File: config.mk
export PLATFORM = sky130hd
export DESIGN_NAME = dmem_arbiter
export DESIGN_NICKNAME = d
export VERILOG_FILES = /design/src/rtl/dmem_arbiter_pkg.sv /design/src/rtl/dmem_arbiter.sv
export SDC_FILE = /design/constraint.sdc
export NUM_CORES = 1
export LEC_CHECK = 0
export ABC_AREA = 1
export ABC_CLOCK_PERIOD_IN_PS = 1950
export CAP_MARGIN = 20
export CORE_AREA = 4 4 107 109
export DETAILED_ROUTE_END_ITERATION = 8
export DIE_AREA = 0 0 111 113
export GPL_TIMING_DRIVEN = 0
export PLACE_DENSITY = 0.81
export SETUP_SLACK_MARGIN = 0.3
export SLEW_MARGIN = 0
export SYNTH_ARGS = -nofsm -noshare
export SYNTH_HDL_FRONTEND = slang
export SYNTH_SLANG_ARGS = --single-unit
File: constraint.sdc
create_clock -name clk -period 1.95 [get_ports clk]
set_input_delay 0.2925 -clock clk [delete_from_list [all_inputs] [get_ports clk]]
set_output_delay 0.2925 -clock clk [all_outputs]
set_load 0.03 [all_outputs]
File: src/rtl/dmem_arbiter_pkg.sv
// Shared definitions for the data-memory arbiter: return-path owner
// encoding, default word-address width and data width.
package dmem_arbiter_pkg;

    localparam int DEF_ADDR_W = 10;
    localparam int DATA_W     = 32;

    // Who is owed read data in the cycle after a grant.
    typedef enum logic [1:0] {
        OWN_NONE = 2'd0,
        OWN_PIPE = 2'd1,
        OWN_LOAD = 2'd2
    } owner_e;

endpackage

File: src/rtl/dmem_arbiter.sv
// Two-port (pipeline / loader) arbiter in front of a single-ported data
// memory with 1-cycle synchronous read latency. The pipeline has fixed
// priority. Read data is routed back to whichever port owned the read.
// Optional starvation guard for the loader port: define DMEM_ARB_STARVE_EN.
module dmem_arbiter
    import dmem_arbiter_pkg::*;
#(
    parameter int ADDR_W     = DEF_ADDR_W,
    parameter int STARVE_MAX = 7
) (
    input  logic              clk,
    input  logic              rst,
    // pipeline port
    input  logic              p_req,
    input  logic              p_we,
    input  logic [31:0]       p_addr,
    input  logic [DATA_W-1:0] p_wdata,
    output logic              p_gnt,
    output logic              p_stall,
    output logic              p_rvalid,
    output logic [DATA_W-1:0] p_rdata,
    // loader port
    input  logic              d_req,
    input  logic              d_we,
    input  logic [31:0]       d_addr,
    input  logic [DATA_W-1:0] d_wdata,
    output logic              d_gnt,
    output logic              d_rvalid,
    output logic [DATA_W-1:0] d_rdata,
    // memory side
    output logic [ADDR_W-1:0] mem_addr,
    output logic [DATA_W-1:0] mem_wd,
    output logic              mem_we,
    input  logic [DATA_W-1:0] mem_rd,
    output logic              addr_err
);

    if (STARVE_MAX < 1 || STARVE_MAX > 255) begin : g_bad_starve_max
        $error("dmem_arbiter: STARVE_MAX must lie in 1..255");
    end

    owner_e            owner_q, owner_d;
    logic              oor_rd_q, oor_rd_d;
    logic [DATA_W-1:0] p_rdata_q, d_rdata_q;
    logic              starve_force;
    logic [31:0]       sel_addr;
    logic              sel_we;
    logic              granted;
    logic              oor;

`ifdef DMEM_ARB_STARVE_EN
    localparam logic [7:0] STARVE_LIM = 8'(STARVE_MAX);
    logic [7:0] starve_cnt_q, starve_cnt_d;

    // Count consecutive denied loader cycles; clear on grant or idle loader.
    always_comb begin
        starve_cnt_d = starve_cnt_q;
        if (!d_req || d_gnt) begin
            starve_cnt_d = '0;
        end else if (starve_cnt_q != 8'hFF) begin
            starve_cnt_d = starve_cnt_q + 8'd1;
        end
    end

    // Starvation counter register.
    always_ff @(posedge clk) begin
        if (rst) starve_cnt_q <= '0;
        else     starve_cnt_q <= starve_cnt_d;
    end

    assign starve_force = d_req && (starve_cnt_q >= STARVE_LIM);
`else
    assign starve_force = 1'b0;
`endif

    // Combinational grant: pipeline first unless the loader is overdue.
    always_comb begin
        p_gnt = 1'b0;
        d_gnt = 1'b0;
        if (!rst) begin
            if (d_req && (!p_req || starve_force)) d_gnt = 1'b1;
            else if (p_req)                        p_gnt = 1'b1;
        end
    end

    assign p_stall = p_req & ~p_gnt;

    // Memory-side mux: the loader drives only when it holds the grant.
    always_comb begin
        sel_addr = p_addr;
        sel_we   = p_we;
        mem_wd   = p_wdata;
        if (d_gnt) begin
            sel_addr = d_addr;
            sel_we   = d_we;
            mem_wd   = d_wdata;
        end
    end

    assign granted  = p_gnt | d_gnt;
    assign oor      = granted && (sel_addr[31:ADDR_W] != '0);
    assign mem_addr = sel_addr[ADDR_W-1:0];
    assign mem_we   = granted && sel_we && !oor;
    assign addr_err = oor;

    // Owner state register, rewritten every cycle.
    always_ff @(posedge clk) begin
        if (rst) begin
            owner_q  <= OWN_NONE;
            oor_rd_q <= 1'b0;
        end else begin
            owner_q  <= owner_d;
            oor_rd_q <= oor_rd_d;
        end
    end

    // Next owner: the winner of a granted read, otherwise nobody.
    always_comb begin
        owner_d  = OWN_NONE;
        oor_rd_d = 1'b0;
        if (p_gnt && !p_we) begin
            owner_d  = OWN_PIPE;
            oor_rd_d = oor;
        end else if (d_gnt && !d_we) begin
            owner_d  = OWN_LOAD;
            oor_rd_d = oor;
        end
    end

    // Return routing: the owner sees memory data (zero if out of range),
    // the other port keeps presenting its last returned word.
    always_comb begin
        p_rvalid = (owner_q == OWN_PIPE);
        d_rvalid = (owner_q == OWN_LOAD);
        p_rdata  = p_rdata_q;
        d_rdata  = d_rdata_q;
        if (p_rvalid) p_rdata = oor_rd_q ? '0 : mem_rd;
        if (d_rvalid) d_rdata = oor_rd_q ? '0 : mem_rd;
    end

    // Hold registers for the read-data outputs.
    always_ff @(posedge clk) begin
        if (rst) begin
            p_rdata_q <= '0;
            d_rdata_q <= '0;
        end else begin
            p_rdata_q <= p_rdata;
            d_rdata_q <= d_rdata;
        end
    end

endmodule

==> results of run 1 <==
-- repair_timing --
| action | in CTS | in global routing |
|---|---|---|
| gates resized for setup | 833 | 122 |
| pin swaps | 52 | 17 |
| endpoints found under the hold margin | 0 | 0 |
| cloned | 5 | 3 |
| buffers inserted | 17 | 0 |
| setup endpoints to repair | 113 | 105 |
| hold buffers | 0 | 0 |
-- cells by family after synthesis --
kind of cell	share of synthesized area [%]
buf+inv	8.79
flops	38.3
compound gates	9.29
simple gates	43.6
-- state kept, by name (all words and copies together) (netlist names) --
signal,flops
d_rdata_q,32
oor_rd_q,1
owner_q,2
p_rdata_q,32
-- report_power, final --
| part | internal (uW) | switching [uW] | leakage, uW |
|---|---|---|---|
| registers | 1400 | 19.2 | 0.000544 |
| logic | 620 | 675 | 0.00310 |
| clock network | 762 | 555 | 0.000110 |
| total | 2790 | 1250 | 0.00376 |
-- cell usage in the layout, fill, tap and decap left out, types with 9 or more instances in the layout --
cell type and n:
dfxtp_1 64, buf_2 33, clkdlybuf4s50_1 118, nor2_1 52
nor2_2 9, inv_1 36, buf_6 78, buf_4 25
nand2_1 252, clkbuf_8 11, a21oi_1 64, nand2_2 65
dlygate4sd2_1 44, nand2_4 14
-- cell type report --
| class | count | share of cell area [%] |
|---|---|---|
| Timing Repair Buffer | 302 | 39.6 |
| Multi-Input combinational cell | 468 | 29.7 |
| Sequential cell | 67 | 18.2 |
| Buffer | 31 | 4.58 |
| Inverter | 42 | 2.40 |
| Tap cell | 140 | 2.37 |
| Clock buffer | 11 | 1.91 |
| Clock inverter | 5 | 1.15 |
| Timing Repair inverter | 1 | 0.0846 |
-- worst min-delay path: cells and delay by family --
| family | cells | cell delay [ns] |
|---|---|---|
| and+or+nand+nor | 2 | 0.19 |
| buffers and inverters | 1 | 0.10 |
-- worst paths after layout --
| check | startpoint | end | slack, ns |
|---|---|---|---|
| worst min register to register | p_rdata_q[13]$_SDFF_PP0_ | p_rdata_q[13]$_SDFF_PP0_ | 0.46 |
| worst min-delay path | p_req | owner_q[0]$_SDFF_PP0_ | 0.28 |
| worst max register to register | owner_q[0]$_SDFF_PP0_ | d_rdata_q[28]$_SDFF_PP0_ | 0.71 |
| worst max-delay path | owner_q[0]$_SDFF_PP0_ | p_rdata[25] | 0.15 |
-- per-stage QoR --
| step | hold WS [ns] | util (%) | TNS (ns) |
|---|---|---|---|
| after floorplan | 0.377 | - | 0 |
| after global placement | 0.457 | 60.9 | -32.50 |
| after detailed placement | 0.460 | 60.9 | -32.63 |
| after CTS | 0.281 | 66.7 | 0 |
| after global routing | 0.304 | 69.8 | 0 |
| final | 0.281 | 69.8 | 0 |
-- metal layers --
layer  up-vias  global-route usage, %
met5         -                      0
met4         0                   6.90
met3        29                   7.27
met2       227                   47.3
met1      2278                   25.0
li1       2470                      -
==> results by stage, run 1 <==
Outcome:
- The run finished with clean final reports.

Synthesis:
- In this run the cell area of the synthesized design comes to 0.00350 sq mm.
- By area the synthesized netlist is led by dfxtp_1, nand2_1, a21oi_1.
- Each instance of the synthesized netlist takes up on average 5.76 sq um.
- The number of enable flip-flop cells after synthesis is 0.
- Summed over all instances, the cell type with the most area after synthesis is dfxtp_1.
- Synthesis produced 608 cells.
- The primary flip-flop cell chosen by synthesis mapping is dfxtp_1.
- When the netlist entered floorplanning its net count stood at 774.
- Counting instances in the post-synthesis netlist gives the leading cell types as nand2_1, dfxtp_1, a21oi_1.
- The number of distinct library cells after synthesis is 15.
- The most common cell in the synthesized netlist is nand2_1.
- In the synthesized netlist the async set-or-reset flop fraction comes to 0%.
- Yosys printed 0 warnings.
- The share of the Yosys chip area taken by registers is 38.3%.
- The synthesized design devotes to its leading area cell type 38.3% of total area.
- The flip-flop and latch count after synthesis is 67.

Die:
- The die covers 0.0125 sq mm.
- The effective utilization at floorplan is 33.0%.
- The standard cell core area is 0.0106 sq mm.
- Pin placement for this block handled 279 I/O pins.
- Row generation in the floorplan step produced 38 rows.
- From left edge to right edge, the die measures 111 um.
- The height of the die is 113 um.

Power:
- For this design the static power due to leakage is 0.00376 uW.
- IR analysis of the VDD net gives a maximum drop of 0.000340 V.
- The design draws 4040 uW.
- Power spread over the standard cell area amounts to 546 mW/mm^2.

Timing:
- The final worst-path setup slack is 0.154 ns.
- The number of failing hold endpoints at the final stage is 0.
- The final critical-path required period is 1.80 ns.
- The count of final max-slew check failures was 0.
- The transition time of the tightest slew-check pin is 0.571 ns.
- The worst max-slew margin expressed relative to the limit is 61.9%.
- Setup repair after global routing could not meet its margin everywhere.
- The post-route clock period utilization is 92.1%.
- Setup violations remaining at the end of the flow were counted as 0.
- Clock skew on the completed layout was measured at 0.0103 ns.
- Static timing analysis puts the maximum clock frequency at 0.557 GHz.

Critical path:
- Counting both buffers and inverters, the worst setup path holds a total of 5.
- The number of logic stages on the critical path including buffering is 8.
- Data arrives at the worst endpoint at 1.50 ns.
- Traced cell by cell, the critical path runs through inv_2 > nor2_4 > buf_6 > inv_8 > clkbuf_16 > nand2_1 > nand2_1 > buf_6.
- The setup path with the least slack is of type register to output port.
- Among cell families on the critical path, the largest total delay comes from buffers and inverters.
- STA puts the critical path data required time at 1.66 ns.
- The kind of capture point of the worst setup path is an output port.
- The highest fanout seen on the critical path is 8.
- For the worst flop-to-flop path, the logic depth is 7.
- The maximum single-stage delay on the critical path is 0.33 ns.
- The worst setup path is launched from a register.
- The largest individual stage delay along the critical path comes from the cell dfxtp_2.

Clock network:
- Clock latency on the worst-skew pair, taken at its later pin, is 0.35 ns.
- The number of CTS-inserted buffers is 9.
- After clock tree synthesis, the clock-pin slew on the worst setup and hold paths is 0.07 ns.
- The TritonCTS clock tree is built.
- The number of sinks driven by the clock tree is 67.
- The number of levels the H-tree was split into is 3.
- The library cell used as clock root buffer is clkbuf_8.
- No sink is reached through more buffers than the 2 on the longest clock path.

Routing:
- The number of DRC markers after the initial detailed-route iteration is 316.
- The wire length reported by the detailed router is 17300 um.
- The met1 wire length is 5950 um.
- Summed over all nets, wire length on met2 after detailed routing comes to 9380 um.
- Summing over every cut layer, the via total after detailed routing is 5004.
- Once detail routing completed, the nets flagged for antenna violations numbered 0.
- The met3 wire length is 1500 um.
- Using the TritonRoute via totals, the vias-per-cell ratio works out to 4.69.
- After detailed routing, the number of remaining DRC violations is 0.
- The first detailed-routing pass took 5 iterations.
- After detailed routing, the average wire length per cell comes to 16.2 um.
- The topmost layer with routed signal wires is met4.

Run:
- The tool flagged a number of max-cap violations equal to 0.

Final layout:
- The post-route netlist has 30.5% of its cells at a drive strength greater than 1.
- The area added between synthesis and finish is 111%.
- The multi-input combinational cells in the finished layout cover a total of 0.00220 sq mm.
- The filler cells instantiated in the layout total 868.
- In the final layout, flip-flops and latches occupy 0.00135 sq mm.
- The number of antenna cells inserted is 0.
- The final standard cell count with taps included and fillers excluded is 1067.
- Summing all non-filler instances in the final layout gives an area of 0.00740 sq mm.
- The number of nets in the finished design is 1088.

Worst hold path:
- The worst hold path was traced through 3 stages.
- The worst hold path belongs to the class input port to register.

GRT:
- The number of global-route vias before repair was 4670.
- The maximum number of pins on one net before global-route repair is 13.
- The number of antenna violations at the first check in global routing is 0.
- The aggregate global-route resource usage is 24.3%.
- The first global-routing pass estimated 24100 um of wire.
- The overflow left after global routing is 0.

Placed design:
- Before CTS, the worst setup slack after placement is -0.659 ns.
- The port buffer count is 278.
- The total half-perimeter wirelength after legalization and detailed placement is 12300 um.
- Routability-driven placement finished with a final weighted congestion of 0.933.
- The total cell area at the placement stage is 0.00646 sq mm.
- After detailed placement, the design holds a cell count of 1026.
Power figures use the tool's default switching activity.
==> inputs of run 2 (changes only) <==
- CORE_AREA: 4 4 107 109 -> 4 4 106 108
- CTS_BUF_LIST: unset -> sky130_fd_sc_hd__clkbuf_4
- DIE_AREA: 0 0 111 113 -> 0 0 110 112
- PLACE_DENSITY: 0.81 -> 0.83
- SLEW_MARGIN: 0 -> unset
==> results by stage, run 2 (synthesis results as in run 1) <==
Final layout:
- The final core utilization is 70.0% (was 69.8%).
- The number of nets in the finished design is 1082 (was 1088).
- The most common cell after layout, fill and taps aside is nand2_1 (unchanged).
- Highest-count cells in the layout ignoring fill and taps: nand2_1, clkdlybuf4s50_1, a21oi_1, dfxtp_1, nand2_2 (was nand2_1, clkdlybuf4s50_1, buf_6).
- The number of antenna cells inserted is 0 (unchanged).
- The share of post-route cells with drive strength above 1 is 31.3% (was 30.5%).
- The final standard cell count with taps included and fillers excluded is 1057 (was 1067).
- The area added between synthesis and finish is 105% (was 111%).
- Leading registers by flop count: d_rdata_q (32), p_rdata_q (32), owner_q (2) (unchanged).

Routing:
- The detailed-route DRC error count is 0 (unchanged).
- The overall via count from detail_route is 4847 (was 5004).
- The detail-routed net length per standard cell came to 15.4 um (was 16.2 um).
- The number of DRC markers after the initial detailed-route iteration is 220 (was 316).
- The wire length reported by the detailed router is 16300 um (was 17300 um).
- The post-detailed-route via-to-cell ratio is 4.59 (was 4.69).
- The number of routed nets with antenna violations came to 0 (unchanged).
- The number of detailed-routing iterations run before antenna repair came to 4 (was 5).

Timing:
- The final count of negative-setup-slack endpoints is 0 (unchanged).
- The maximum operating frequency is 0.535 GHz (was 0.557 GHz).
- RSZ-0062 raised after global routing: true (unchanged).
- The final critical-path required period was 1.87 ns (was 1.80 ns).
- The count of final max-slew check failures is 0 (unchanged).
- The post-route clock period utilization is 95.9% (was 92.1%).
- The final worst-path setup slack is 0.0804 ns (was 0.154 ns).
- The transition time of the tightest slew-check pin was 0.499 ns (was 0.571 ns).
- The number of failing hold endpoints at the final stage is 0 (unchanged).
- The setup skew after layout was 0.0226 ns (was 0.0103 ns).
- The worst max-slew margin expressed relative to the limit is 66.7% (was 61.9%).

Critical path:
- The worst reg-to-reg setup slack is 0.67 ns (was 0.71 ns).
- The critical path launch point type is a register (unchanged).
- The most repeated library cell on the critical path is nand2_2.
- The maximum single-stage delay on the critical path came to 0.38 ns (was 0.33 ns).
- The signal arrival time at the worst endpoint is 1.58 ns (was 1.50 ns).
- The launching element of the worst setup path is owner_q[1]$_SDFF_PP0_ (was owner_q[0]$_SDFF_PP0_).
- The number of cells on the worst reg-to-reg path was 6 (was 7).
- The required time of the critical path is 1.66 ns (about the same).
- The cell with the biggest individual delay on the critical path was dfxtp_4 (was dfxtp_2).
- The destination of the critical timing path was p_rdata[0] (was p_rdata[25]).
- The type of the worst setup path is register to output port (unchanged).
- The sum of buffers and inverters on the critical path is 3 (was 5).
- The number of logic stages on the critical path including buffering was 6 (was 8).
- The endpoint of the most critical register-to-register path is p_rdata_q[9]$_SDFF_PP0_ (was d_rdata_q[28]$_SDFF_PP0_).
- The kind of capture point of the worst setup path is an output port (unchanged).
- The launching point of the worst reg2reg path was owner_q[1]$_SDFF_PP0_ (was owner_q[0]$_SDFF_PP0_).
- The highest fanout seen on the critical path is 8 (unchanged).
- The dominant delay contributor by cell family on the critical path is buffers and inverters (unchanged).
- Crit-path cells: nor2_4 > buf_12 > buf_4 > nand2_2 > nand2_2 > buf_6 (was inv_2 > nor2_4 > buf_6 > inv_8 > clkbuf_16 > nand2_1 > nand2_1 > buf_6).

Die:
- The effective utilization at floorplan came to 34.2% (was 33.0%).
- The width of the chip is 110 um (was 111 um).
- The row count came to 37 (was 38).
- The die area came to 0.0123 sq mm (was 0.0125 sq mm).
- The top-level port count is 279 (unchanged).
- The standard cell core area is 0.0102 sq mm (was 0.0106 sq mm).
- The height of the die is 112 um (was 113 um).

Clock network:
- The library cell used as clock root buffer was clkbuf_4 (was clkbuf_8).
- The number of CTS-inserted buffers is 9 (unchanged).
- The clock edge transition at the registers on the reported setup and hold paths is 0.12 ns (was 0.07 ns).
- The number of sinks driven by the clock tree is 67 (unchanged).
- The hold buffer count at CTS came to 0 (unchanged).
- The number of levels the H-tree was split into is 3 (unchanged).
- The number of buffers on the longest clock path came to 2 (unchanged).
- The clock network latency to the later pin of the worst-skew pair came to 0.43 ns (was 0.35 ns).
- The TritonCTS clock tree is built (unchanged).

Power:
- The total power density per cell area is 503 mW/mm^2 (was 546 mW/mm^2).
- The static leakage is 0.00370 uW (was 0.00376 uW).
- The worst-case vdd ir drop is 0.000245 V (was 0.000340 V).

Placed design:
- The cell count after placement is 1022 (was 1026).
- The total half-perimeter wirelength after legalization and detailed placement came to 12300 um (about the same).
- The setup slack after placement is -0.682 ns (was -0.659 ns).
- The routability congestion estimate from global placement is 0.915 (was 0.933).
- The port buffer count was 278 (unchanged).

GRT:
- The maximum number of pins on one net before global-route repair is 12 (was 13).
- The overflow left after global routing is 0 (unchanged).
- The global-route wire length before repair was 23300 um (was 24100 um).
- The aggregate global-route resource usage is 24.4% (was 24.3%).
- The number of global-route vias before repair is 4755 (was 4670).
- The number of antenna violations at the first check in global routing was 0 (unchanged).

Worst hold path:
- The classification of the worst-slack hold path is input port to register (unchanged).

Run:
- The max-capacitance violation count came to 0 (unchanged).

Outcome:
- Status: finished clean (unchanged).
-- run 2: cell types whose count changed in the layout (fill, tap and decap cells not counted), sizes merged --
cell / previous run / this run
buf: 149 / 143
clkinv: 1 / 4
clkbuf: 29 / 27
inv: 44 / 42
bufinv: 2 / 1
clkdlybuf4s15: 4 / 3
clkdlybuf4s50: 118 / 119
clkinvlp: 1 / 2
dlymetal6s2s: 0 / 1
-- run 2: worst min path at each step --
stage	startpoint	depth (start not counted)	end
5_1_grt	p_req	3	owner_q[0]$_SDFF_PP0_
4_1_cts	p_req	3	owner_q[0]$_SDFF_PP0_
2_1_floorplan	p_we	1	owner_q[0]$_SDFF_PP0_
6_report	p_req	3	owner_q[0]$_SDFF_PP0_
3_5_place_dp	p_rdata_q[20]$_SDFF_PP0_	2	p_rdata_q[20]$_SDFF_PP0_
3_3_place_gp	p_rdata_q[2]$_SDFF_PP0_	2	p_rdata_q[2]$_SDFF_PP0_
-- run 2: area by class of cell --
class                      count  area, sq um
sequential                    67         1350
tap                          136          170
inverter                      42          180
clock buffer                  10         75.1
timing repair buffer         296         2820
buffer                        31          292
timing repair inverter         1         6.26
multi-input combinational    468         2210
clock inverter                 6         56.3
fill                         881         3070
-- run 2: power by group --
group          internal (uW)  switching (uW)  leakage, uW
registers               1400            11.6     0.000545
logic                    608             676      0.00309
clock network            393             512    0.0000651
total                   2410            1200      0.00370
-- run 2: tightest hold or removal path: cells and delay by family --
| family | cells | cell delay, ns |
|---|---|---|
| buffers and inverters | 1 | 0.10 |
| and+or+nand+nor | 2 | 0.16 |
-- run 2: through the flow --
step	hold slack (ns)	area, sq um	setup TNS, ns	power, uW
after floorplan	0.377	3500	0	1980
after global placement	0.456	6450	-34.47	2640
after detailed placement	0.462	6450	-34.26	2650
after CTS	0.191	6520	0	3490
after global routing	0.187	7170	0	3760
final	0.187	7170	0	3600
-- run 2: per-layer routing --
layer  part of all wire (%)  vias up  global-route usage [%]  wire [um]
li1                       -     2464                       -          -
met1                     34     2163                    24.2       5580
met2                     54      187                    45.5       8740
met3                    8.9       33                    7.54       1460
met4                    3.2        0                    10.6        517
met5                      0        -                       0          0
-- run 2: timing repair --
item | 4_1_cts | 5_1_grt
gates cloned | 3 | 5
setup endpoints to repair | 113 | 108
pin swaps | 45 | 43
resized for setup | 752 | 190
buffers inserted | 6 | 5
==> inputs of run 3 (changes only) <==
- CORE_AREA: 4 4 106 108 -> 3 3 108 110
- DIE_AREA: 0 0 110 112 -> 0 0 111 113
- MAX_ROUTING_LAYER: unset -> met4
- PLACE_DENSITY: 0.83 -> 0.79
==> results by stage, run 3 (synthesis results as in run 1) <==
Die:
- The top-level port count came to 279 (unchanged).
- The effective utilization at floorplan came to 32.4% (was 34.2%).
- The height of the die is 113 um (was 112 um).
- The width of the chip is 111 um (was 110 um).
- The standard cell core area was 0.0108 sq mm (was 0.0102 sq mm).
- The die area came to 0.0125 sq mm (was 0.0123 sq mm).
- The row count is 38 (was 37).

Critical path:
- The highest fanout seen on the critical path is 8 (unchanged).
- The signal arrival time at the worst endpoint came to 1.57 ns (was 1.58 ns).
- The critical path launch point type is a register (unchanged).
- The kind of capture point of the worst setup path is an output port (unchanged).
- The worst reg-to-reg setup slack is 0.65 ns (was 0.67 ns).
- The launching point of the worst reg2reg path is owner_q[0]$_SDFF_PP0_ (was owner_q[1]$_SDFF_PP0_).
- The type of the worst setup path is register to output port (unchanged).
- The endpoint of the most critical register-to-register path is d_rdata_q[7]$_SDFF_PP0_ (was p_rdata_q[9]$_SDFF_PP0_).
- The required time of the critical path came to 1.66 ns (about the same).
- The destination of the critical timing path is p_rdata[25] (was p_rdata[0]).
- The launching element of the worst setup path is owner_q[1]$_SDFF_PP0_ (unchanged).
- The number of cells on the worst reg-to-reg path is 9 (was 6).

Routing:
- The met3 wire length is 1140 um (was 1460 um).
- The detailed-route DRC error count is 0 (unchanged).
- The number of detailed-routing iterations run before antenna repair is 5 (was 4).
- The number of routed nets with antenna violations was 0 (unchanged).
- The post-detailed-route via-to-cell ratio is 4.76 (was 4.59).
- The amount of wire on met2 after detailed routing is 10700 um (was 8740 um).
- The detail-routed net length per standard cell is 17.5 um (was 15.4 um).
- The overall via count from detail_route is 5207 (was 4847).
- The wire length reported by the detailed router is 19100 um (was 16300 um).
- The topmost layer with routed signal wires is met4 (unchanged).
- The met1 wire length is 6680 um (was 5580 um).
- The number of DRC markers after the initial detailed-route iteration is 236 (was 220).

GRT:
- The aggregate global-route resource usage is 26.1% (was 24.4%).
- The number of global-route vias before repair is 4947 (was 4755).
- The overflow left after global routing is 0 (unchanged).
- The maximum number of pins on one net before global-route repair is 11 (was 12).
- The global-route wire length before repair is 25000 um (was 23300 um).
- The number of antenna violations at the first check in global routing is 0 (unchanged).

Final layout:
- The most common cell after layout, fill and taps aside is nand2_1 (unchanged).
- The area added between synthesis and finish came to 142% (was 105%).
- The number of antenna cells inserted is 0 (unchanged).
- Highest-count cells in the layout ignoring fill and taps: nand2_1, clkdlybuf4s50_1, nand2_2 (was nand2_1, clkdlybuf4s50_1, a21oi_1, dfxtp_1, nand2_2).
- The number of nets in the finished design is 1116 (was 1082).
- The share of post-route cells with drive strength above 1 came to 43.4% (was 31.3%).
- Leading registers by flop count: d_rdata_q (32), p_rdata_q (32), owner_q (2) (unchanged).
- The final instance area was 0.00848 sq mm (was 0.00717 sq mm).
- The total of fill cells in the finished design is 725 (was 881).

Clock network:
- The clock network latency to the later pin of the worst-skew pair was 0.42 ns (was 0.43 ns).
- The library cell used as clock root buffer is clkbuf_4 (unchanged).
- The number of levels the H-tree was split into was 3 (unchanged).
- The number of buffers on the longest clock path is 2 (unchanged).
- The number of CTS-inserted buffers is 9 (unchanged).
- The hold buffer count at CTS came to 0 (unchanged).
- The TritonCTS clock tree is built (unchanged).
- The number of sinks driven by the clock tree was 67 (unchanged).
- The clock edge transition at the registers on the reported setup and hold paths came to 0.09 ns (was 0.12 ns).

Timing:
- The maximum operating frequency is 0.538 GHz (was 0.535 GHz).
- The count of final max-slew check failures is 0 (unchanged).
- RSZ-0062 raised after global routing: true (unchanged).
- The worst max-slew margin expressed relative to the limit is 59.9% (was 66.7%).
- The worst hold margin is 0.161 ns (was 0.187 ns).
- The setup skew after layout was 0.0236 ns (was 0.0226 ns).
- The final critical-path required period is 1.86 ns (was 1.87 ns).
- The number of failing hold endpoints at the final stage is 0 (unchanged).
- The transition time of the tightest slew-check pin is 0.601 ns (was 0.499 ns).
- The post-route clock period utilization is 95.4% (was 95.9%).
- The final count of negative-setup-slack endpoints is 0 (unchanged).

Power:
- The share of total power in sequential cells was 36.3% (was 39.3%).
- The static leakage was 0.00454 uW (was 0.00370 uW).
- The cell-internal power came to 2670 uW (was 2410 uW).
- The total power density per cell area came to 465 mW/mm^2 (was 503 mW/mm^2).
- The worst-case vdd ir drop is 0.000242 V (was 0.000245 V).
- The net switching power came to 1270 uW (was 1200 uW).
- The part of the total power dissipated in the clock network is 26.6% (was 25.1%).
- The switching share of power is 32.3% (was 33.3%).
- The portion of total power attributed to combinational logic was 37.1% (was 35.6%).

Placed design:
- The routability congestion estimate from global placement is 0.921 (was 0.915).
- The total cell area at the placement stage is 0.00646 sq mm (was 0.00645 sq mm).
- The total half-perimeter wirelength after legalization and detailed placement came to 12400 um (was 12300 um).
- The port buffer count is 278 (unchanged).

Worst hold path:
- The classification of the worst-slack hold path is input port to register (unchanged).

Outcome:
- Status: finished clean (unchanged).

Run:
- The max-capacitance violation count came to 0 (unchanged).
==> run 3: cell count changes in the layout (fill, tap and decap cells not counted), sizes merged <==
cell           change
buf               +38
bufinv             +1
clkdlybuf4s15      -2
clkdlybuf4s50      -2
clkinv             -2
clkinvlp           -2
dlygate4sd2       -39
dlymetal6s2s      +41
==> run 3: stage by stage <==
step                util, %  std cells  total power, uW  setup WS [ns]  setup TNS [ns]
finish                 78.6       1094             3940         0.0901               0
global route           78.6       1094             4080       -0.00929        -0.00929
CTS                    68.7       1074             3770         0.0957               0
detailed placement     59.9       1026             2650         -0.613          -32.43
global placement       59.9       1026             2640         -0.615          -33.20
floorplan                 -        608             1980          0.446               0
==> run 3: power by group through the flow <==
| stage | registers (uW) | clock network (uW) | logic (uW) |
|---|---|---|---|
| 2_1_floorplan | 1440 | 0 | 535 |
| 3_3_place_gp | 1440 | 0 | 1200 |
| 3_5_place_dp | 1450 | 0 | 1200 |
| 4_1_cts | 1420 | 1030 | 1320 |
| 5_1_grt | 1430 | 1110 | 1540 |
| 6_report | 1430 | 1050 | 1460 |
==> run 3: critical path, cell delays in order, from the launching register on <==
cell	delay, ns
dfxtp_4	0.38
nor2_4	0.16
buf_12	0.15
inv_12	0.05
buf_12	0.14
nand2_2	0.07
nand2_1	0.07
buf_6	0.14
==> run 3: what timing repair did <==
action,in CTS,in global routing
pin swaps,32,62
buffers inserted,22,17
resized for setup,865,302
setup endpoints to repair,113,113
gates cloned,11,3
==> run 3: layout make-up <==
type | instances | area (sq um) | area share, %
timing repair buffer | 330 | 3420 | 40.4
multi-input combinational | 468 | 2790 | 32.9
sequential | 67 | 1350 | 15.9
buffer | 31 | 390 | 4.60
inverter | 42 | 193 | 2.27
tap | 140 | 175 | 2.07
clock buffer | 12 | 90.1 | 1.06
clock inverter | 3 | 63.8 | 0.753
timing repair inverter | 1 | 8.76 | 0.103
==> run 3: metal layers <==
metal | GRT usage [%] | up-vias
met5 | - | -
met4 | 9.11 | 0
met3 | 5.88 | 57
met2 | 49.2 | 240
met1 | 26.7 | 2375
li1 | - | 2535
==> run 3: how the worst min path moves through the flow <==
stage | slack, ns | startpoint | cells past startpoint | end
floorplan | 0.38 | p_we | 1 | owner_q[0]$_SDFF_PP0_
global placement | 0.46 | p_rdata_q[19]$_SDFF_PP0_ | 2 | p_rdata_q[19]$_SDFF_PP0_
detailed placement | 0.46 | p_rdata_q[8]$_SDFF_PP0_ | 2 | p_rdata_q[8]$_SDFF_PP0_
CTS | 0.20 | p_req | 3 | owner_q[0]$_SDFF_PP0_
global route | 0.15 | p_we | 2 | owner_q[0]$_SDFF_PP0_
finish | 0.16 | p_we | 2 | owner_q[0]$_SDFF_PP0_
